==> src/rtl/lru_ctrl_if.sv <==
// Handshake bundle for lru_ctrl: update port, victim query port and invalidate control.
interface lru_ctrl_if #(
    parameter int IDX_W = 6
);
    logic             upd_valid;
    logic             upd_ready;
    logic [IDX_W-1:0] upd_idx;
    logic [3:0]       upd_way;
    logic             vic_valid;
    logic             vic_ready;
    logic [IDX_W-1:0] vic_idx;
    logic             vic_rvalid;
    logic [3:0]       vic_way;
    logic             inv_start;
    logic             inv_busy;

    modport master (
        output upd_valid, upd_idx, upd_way, vic_valid, vic_idx, inv_start,
        input  upd_ready, vic_ready, vic_rvalid, vic_way, inv_busy
    );

    modport slave (
        input  upd_valid, upd_idx, upd_way, vic_valid, vic_idx, inv_start,
        output upd_ready, vic_ready, vic_rvalid, vic_way, inv_busy
    );
endinterface

==> src/rtl/lru_ctrl.sv <==
// 4-way pseudo-pairwise LRU state tracker with victim query and full-array clear sweep.
// Optional macro LRU_CTRL_BYPASS_EN forwards a same-cycle update into a query on the same set.
module lru_ctrl #(
    parameter int SETS     = 64,
    parameter int IDX_W    = 6,
    parameter int LRU_BITS = 6
) (
    input  logic       clk,
    input  logic       resetn,
    lru_ctrl_if.slave  bus
);

    typedef enum logic [1:0] {INIT, RUN, INV} state_e;

    localparam logic [IDX_W-1:0] LAST = IDX_W'(SETS - 1);

    state_e               state_q, state_d;
    logic [IDX_W-1:0]     cnt_q, cnt_d;
    logic                 busy_q, busy_d;
    logic                 rdy_q, rdy_d;
    logic                 vic_rvalid_q, vic_rvalid_d;
    logic [3:0]           vic_way_q, vic_way_d;
    logic [LRU_BITS-1:0]  mem_q [SETS];

    logic                 upd_fire, upd_onehot, upd_we, vic_fire, sweep_we;
    logic [3:0]           w;
    logic [LRU_BITS-1:0]  upd_old, upd_mask, upd_data, upd_wdata, vic_rd;

    // Bit pairs: L5=0v1 L4=0v2 L3=0v3 L2=1v2 L1=1v3 L0=2v3, set means the lower way is newer.
    function automatic logic [3:0] lru_decode(input logic [LRU_BITS-1:0] l);
        logic w0, w1, w2;
        w0 = ~l[5] & ~l[4] & ~l[3];
        w1 =  l[5] & ~l[2] & ~l[1];
        w2 =  l[4] &  l[2] & ~l[0];
        return {~(w0 | w1 | w2), w2, w1, w0};
    endfunction

    assign w          = bus.upd_way;
    assign upd_fire   = bus.upd_valid & rdy_q;
    assign vic_fire   = bus.vic_valid & rdy_q;
    assign upd_onehot = (w != 4'b0000) && ((w & (w - 4'b0001)) == 4'b0000);
    assign upd_we     = upd_fire & upd_onehot;
    assign sweep_we   = (state_q != RUN);

    assign upd_old   = mem_q[bus.upd_idx];
    assign upd_data  = LRU_BITS'({w[0], w[0], w[0], w[1], w[1], w[2]});
    assign upd_mask  = ({LRU_BITS{w[0]}} & LRU_BITS'(6'b111000))
                     | ({LRU_BITS{w[1]}} & LRU_BITS'(6'b100110))
                     | ({LRU_BITS{w[2]}} & LRU_BITS'(6'b010101))
                     | ({LRU_BITS{w[3]}} & LRU_BITS'(6'b001011));
    assign upd_wdata = (upd_old & ~upd_mask) | (upd_data & upd_mask);

`ifdef LRU_CTRL_BYPASS_EN
    assign vic_rd = (upd_we && (bus.upd_idx == bus.vic_idx)) ? upd_wdata : mem_q[bus.vic_idx];
`else
    assign vic_rd = mem_q[bus.vic_idx];
`endif

    always_comb begin
        state_d      = state_q;
        cnt_d        = cnt_q;
        busy_d       = busy_q;
        rdy_d        = rdy_q;
        vic_rvalid_d = vic_fire;
        vic_way_d    = vic_fire ? lru_decode(vic_rd) : vic_way_q;
        case (state_q)
            INIT, INV: begin
                cnt_d = cnt_q + IDX_W'(1);
                if (cnt_q == LAST) begin
                    state_d = RUN;
                    cnt_d   = '0;
                    busy_d  = 1'b0;
                    rdy_d   = 1'b1;
                end
            end
            RUN: begin
                if (bus.inv_start) begin
                    state_d = INV;
                    cnt_d   = '0;
                    busy_d  = 1'b1;
                    rdy_d   = 1'b0;
                end
            end
            default: begin
                state_d = INIT;
                cnt_d   = '0;
                busy_d  = 1'b1;
                rdy_d   = 1'b0;
            end
        endcase
    end

    always_ff @(posedge clk or negedge resetn) begin
        if (!resetn) begin
            state_q      <= INIT;
            cnt_q        <= '0;
            busy_q       <= 1'b1;
            rdy_q        <= 1'b0;
            vic_rvalid_q <= 1'b0;
            vic_way_q    <= 4'b0000;
        end else begin
            state_q      <= state_d;
            cnt_q        <= cnt_d;
            busy_q       <= busy_d;
            rdy_q        <= rdy_d;
            vic_rvalid_q <= vic_rvalid_d;
            vic_way_q    <= vic_way_d;
        end
    end

    // No reset on the array: the INIT sweep clears it; sweep and update never overlap.
    always_ff @(posedge clk) begin
        if (sweep_we)
            mem_q[cnt_q] <= '0;
        else if (upd_we)
            mem_q[bus.upd_idx] <= upd_wdata;
    end

    assign bus.upd_ready  = rdy_q;
    assign bus.vic_ready  = rdy_q;
    assign bus.inv_busy   = busy_q;
    assign bus.vic_rvalid = vic_rvalid_q;
    assign bus.vic_way    = vic_way_q;

endmodule

==> src/flat_wrapper.sv <==
// flat-port wrapper written by rule: the top's interface ports become plain ports
module lru_ctrl_flat 
#(
    parameter int SETS     = 64,
    parameter int IDX_W    = 6,
    parameter int LRU_BITS = 6
)
  (clk, resetn, bus_upd_valid, bus_upd_idx, bus_upd_way, bus_vic_valid, bus_vic_idx, bus_inv_start, bus_upd_ready, bus_vic_ready, bus_vic_rvalid, bus_vic_way, bus_inv_busy);
  lru_ctrl_if #(.IDX_W(IDX_W)) bus_i ();
  input  logic clk;
  input  logic resetn;
  input wire logic [$bits(bus_i.upd_valid)-1:0] bus_upd_valid;
  input wire logic [$bits(bus_i.upd_idx)-1:0] bus_upd_idx;
  input wire logic [$bits(bus_i.upd_way)-1:0] bus_upd_way;
  input wire logic [$bits(bus_i.vic_valid)-1:0] bus_vic_valid;
  input wire logic [$bits(bus_i.vic_idx)-1:0] bus_vic_idx;
  input wire logic [$bits(bus_i.inv_start)-1:0] bus_inv_start;
  output wire logic [$bits(bus_i.upd_ready)-1:0] bus_upd_ready;
  output wire logic [$bits(bus_i.vic_ready)-1:0] bus_vic_ready;
  output wire logic [$bits(bus_i.vic_rvalid)-1:0] bus_vic_rvalid;
  output wire logic [$bits(bus_i.vic_way)-1:0] bus_vic_way;
  output wire logic [$bits(bus_i.inv_busy)-1:0] bus_inv_busy;
  assign bus_i.upd_valid = bus_upd_valid;
  assign bus_i.upd_idx = bus_upd_idx;
  assign bus_i.upd_way = bus_upd_way;
  assign bus_i.vic_valid = bus_vic_valid;
  assign bus_i.vic_idx = bus_vic_idx;
  assign bus_i.inv_start = bus_inv_start;
  assign bus_upd_ready = bus_i.upd_ready;
  assign bus_vic_ready = bus_i.vic_ready;
  assign bus_vic_rvalid = bus_i.vic_rvalid;
  assign bus_vic_way = bus_i.vic_way;
  assign bus_inv_busy = bus_i.inv_busy;
  lru_ctrl #(.SETS(SETS), .IDX_W(IDX_W), .LRU_BITS(LRU_BITS)) u_core (.clk(clk), .resetn(resetn), .bus(bus_i));
endmodule
==> config.mk <==
export PLATFORM = sky130hd
export DESIGN_NAME = lru_ctrl_flat
export DESIGN_NICKNAME = d
export VERILOG_FILES = /design/src/rtl/lru_ctrl_if.sv /design/src/rtl/lru_ctrl.sv /design/src/flat_wrapper.sv
export SDC_FILE = /design/constraint.sdc
export NUM_CORES = 1
export LEC_CHECK = 0
export BUFFER_PORTS_ARGS = -buffer_cell sky130_fd_sc_hd__buf_2
export CAP_MARGIN = 20
export CORE_MARGIN = 5
export CORE_UTILIZATION = 63
export DETAILED_ROUTE_END_ITERATION = 16
export GPL_ROUTABILITY_DRIVEN = 0
export PLACE_DENSITY = 0.8
export SYNTH_ARGS = -nofsm -noshare
export SYNTH_HDL_FRONTEND = slang
export SYNTH_SLANG_ARGS = --single-unit
==> constraint.sdc <==
create_clock -name clk -period 6.8 [get_ports clk]
set_input_delay 1.7 -clock clk [delete_from_list [all_inputs] [get_ports clk]]
set_output_delay 1.7 -clock clk [all_outputs]
set_load 0.02 [all_outputs]
==> summary.txt <==
Global route
  • Initial antenna violation count: 3
  • All-Layer GR Usage: 29.8%
  • M2 GR Usage: between 40% and 50%
  • Grt ovf: 0
  • Most used routing layer: met2
  • Vias in the first global route: 10718
  • First-pass GRT wire length: ~72000 um
  • M1 GR Usage: 41.2%
  • GR Layer Usage met3: about 9%
  • Pin count of the biggest net entering global routing: 69

Synthesis
  • Syn_nets: 1003
  • Top cell type's share of synthesized area: about three fifths
  • Post-Synth Adder-Cell Area: less than 1%
  • Syn. warnings: 0
  • Simple-Gate Fraction of Synth Area: between 3 and 4%
  • Mux cell area share after synthesis: 28.0%
  • Yosys reg bits: about 400
  • Area contributors post-synth: edfxtp_1 (61%), mux4_2 (26%), dfrtp_1 (1.8%)
  • Synthesized cell area: 18900 sq um
  • EDFF count, synth: 384
  • Synth cell types: roughly 50
  • Post-synthesis instance total: between 900 and 1000
  • Synth Flop Type: edfxtp_1
  • Synth top cells by count: edfxtp_1 (384), mux4_2 (222), nor2_1 (74)
  • Async SR Flop Fraction: under 10%
  • Sequential share of the synthesized area: approximately 63%
  • Syn_area_per_cell: just under 20 sq um
  • Post-synthesis compound-gate area fraction: 3.20%
  • Xor/xnor cell area share of the yosys netlist: less than 1%
  • Yosys top cell by area: edfxtp_1
  • Largest family of logic cells by synthesized area: multiplexers
  • Most common cell in the synthesized netlist: edfxtp_1

Timing
  • Final Slew Violations: 0
  • Part of the cycle the worst path needs: about three quarters
  • Fin. Hold Viols: 0
  • Max_slew headroom: around a quarter
  • Final Worst Setup Slack: between 1500 and 2000 ps
  • Tightest Pin Transition: ~1100 ps
  • Worst Skew: around 17 ps
  • # setup viols final: 0
  • Crit path time final: approximately 5000 ps
  • Setup_tns: 0 ps
  • Unrepaired setup endpoints after global routing: no
  • Max Fclk: 199 MHz

Die
  • Die Area: roughly 34000 sq um
  • Die height: 183 um
  • Die X: between 150 and 200 um
  • # rows: 63
  • Core box area: 29600 sq um
  • Ports: 29
  • Initial Util: around 64%

Placement
  • Placed Instances: 1344
  • Placed cell area: slightly below 20000 sq um
  • Port Buffer Count: 28
  • DP Worst Slack: around 1200 ps
  • Final HPWL DP: around 31000 um

Detailed routing
  • Routed Antenna Nets: 0
  • Vias: 10874
  • Drt pass-1 iters: 5
  • Detailed-route wire length: about 49000 um
  • DRC: 0
  • DRT iter0 DRCs: around 1700
  • Via density: around 7.7
  • WL/cell: roughly 35 um

Setup path
  • Crit-path max FO: 68
  • Cells along the critical path: buf_6 -> buf_4 -> mux4_2 -> mux4_2 -> mux4_2 -> nor2b_1 -> o21a_2
  • Slowest Stage Delay on Critical Path: slightly below 700 ps
  • CP top delay family: multiplexers
  • Worst EP arrival: 5130 ps
  • Req. time, crit path: 6910 ps
  • CP startpoint kind: input port
  • Slowest library cell on the worst path: buf_6
  • Crit path kind: in2reg
  • Critical Path End Type: flop
  • Critical Path Most Common Cell: mux4_2
  • Worst path bufs/invs: 2

Clock tree
  • Post-cts resize count: 0
  • Cts hold-fix bufs: 0
  • CTS root buf: clkbuf_16
  • Worst-Skew Late Latency: 530 ps
  • CTS tree: done
  • Worst-path clk slew: 60 ps
  • Setup Fix Bufs, Post-CTS: 0
  • Clock Path Buffers: 3
  • Clock sink total: 399
  • CTS Buf Count: 41
  • CTS H-tree lvls: 2

Finish
  • Final Instance Area: 20700 sq um
  • Final net count: 1021
  • Layout area overhead: 9.35%
  • Non-Filler Instances: ~1400
  • Share of cells above drive strength 1: 33.5%

Flow run
  • Maxcap violations: 0

Hold path
  • Worst hold path type: reg2reg

Power and ir drop
  • Leak: about 6.6 nW
  • Power per cell area: ~280 nW/um^2
  • Power consumption: between 5 and 6 mW
  • Max VDD drop: 0.000256 V

Outcome
  • Status: finished, final reports clean
## layout by cell type (no fill, tap or decap), types with 11 or more instances in the layout
master       n
dfrtp_1     14
mux2i_1     12
edfxtp_1   384
o22ai_1     11
mux4_2     222
nor2_1      74
nand2b_1    16
nand2_1     40
mux2_2      16
o21ai_0     21
buf_2       24
buf_4       15
clkbuf_16   41
## worst register-to-register path, delay by kind of cell, from the launching register on
kind,cells,cell delay [ps]
flops,1,530
simple gates,4,1690
compound gates,2,420
buf+inv,1,390
## path summary, 6_finish.rpt
check                      slack [ps]  depth (start not counted)               endpoint                   from
setup reg to reg                 3380                          7    u_core.mem_q[42][5]      u_core.state_q[0]
setup / recovery                 1780                          7    u_core.mem_q[27][2]         bus_upd_idx[0]
hold / removal                    480                          2  u_core.bus.vic_way[3]  u_core.bus.vic_way[3]
min in group asynchronous        1070                          1        u_core.cnt_q[4]                 resetn
hold reg to reg                   480                          2  u_core.bus.vic_way[3]  u_core.bus.vic_way[3]
max in group asynchronous        5410                          1    u_core.bus.inv_busy                 resetn
## where the power goes
part	switching, mW	internal, mW
clock network	0.903	1.23
registers	0.0819	2.83
logic	0.521	0.312
total	1.51	4.37
## registers in the layout, summed over array words and instances (netlist names)
name and count:
u_core.mem_q 384, u_core.cnt_q 6, u_core.bus.vic_way 4, u_core.state_q 2
u_core.bus.inv_busy 1, u_core.bus.upd_ready 1, u_core.bus.vic_rvalid 1
## routing by layer
layer,vias up,routed length [um]
li1,4214,-
met1,5612,16900
met2,898,23900
met3,146,6600
met4,4,1990
met5,-,35
## per-stage QoR
step	hold WS, ps	util, %
final	478	69.9
after global placement	456	65.5
after detailed placement	472	65.5
after floorplan	496	-
after global routing	511	69.9
after CTS	484	69.7
## area by class of cell
| cell class | count | area, sq um |
|---|---|---|
| antenna | 1 | 2.50 |
| clock buffer | 52 | 1080 |
| clock inverter | 21 | 171 |
| fill | 1824 | 8920 |
| inverter | 5 | 18.8 |
| multi-input combinational | 508 | 6730 |
| sequential | 399 | 11900 |
| tap | 390 | 488 |
| timing repair buffer | 44 | 323 |
## logic make-up after synthesis
| kind of cell | Yosys count |
|---|---|
| flip-flops | 399 |
| buffers and inverters | 74 |
| AND/OR/NAND/NOR | 168 |
| adder cells (fa/ha/maj) | 1 |
| XOR/XNOR | 2 |
| AO/OA/AOI/OAI | 87 |
| multiplexers | 250 |
(Power assumes the default switching activity.)
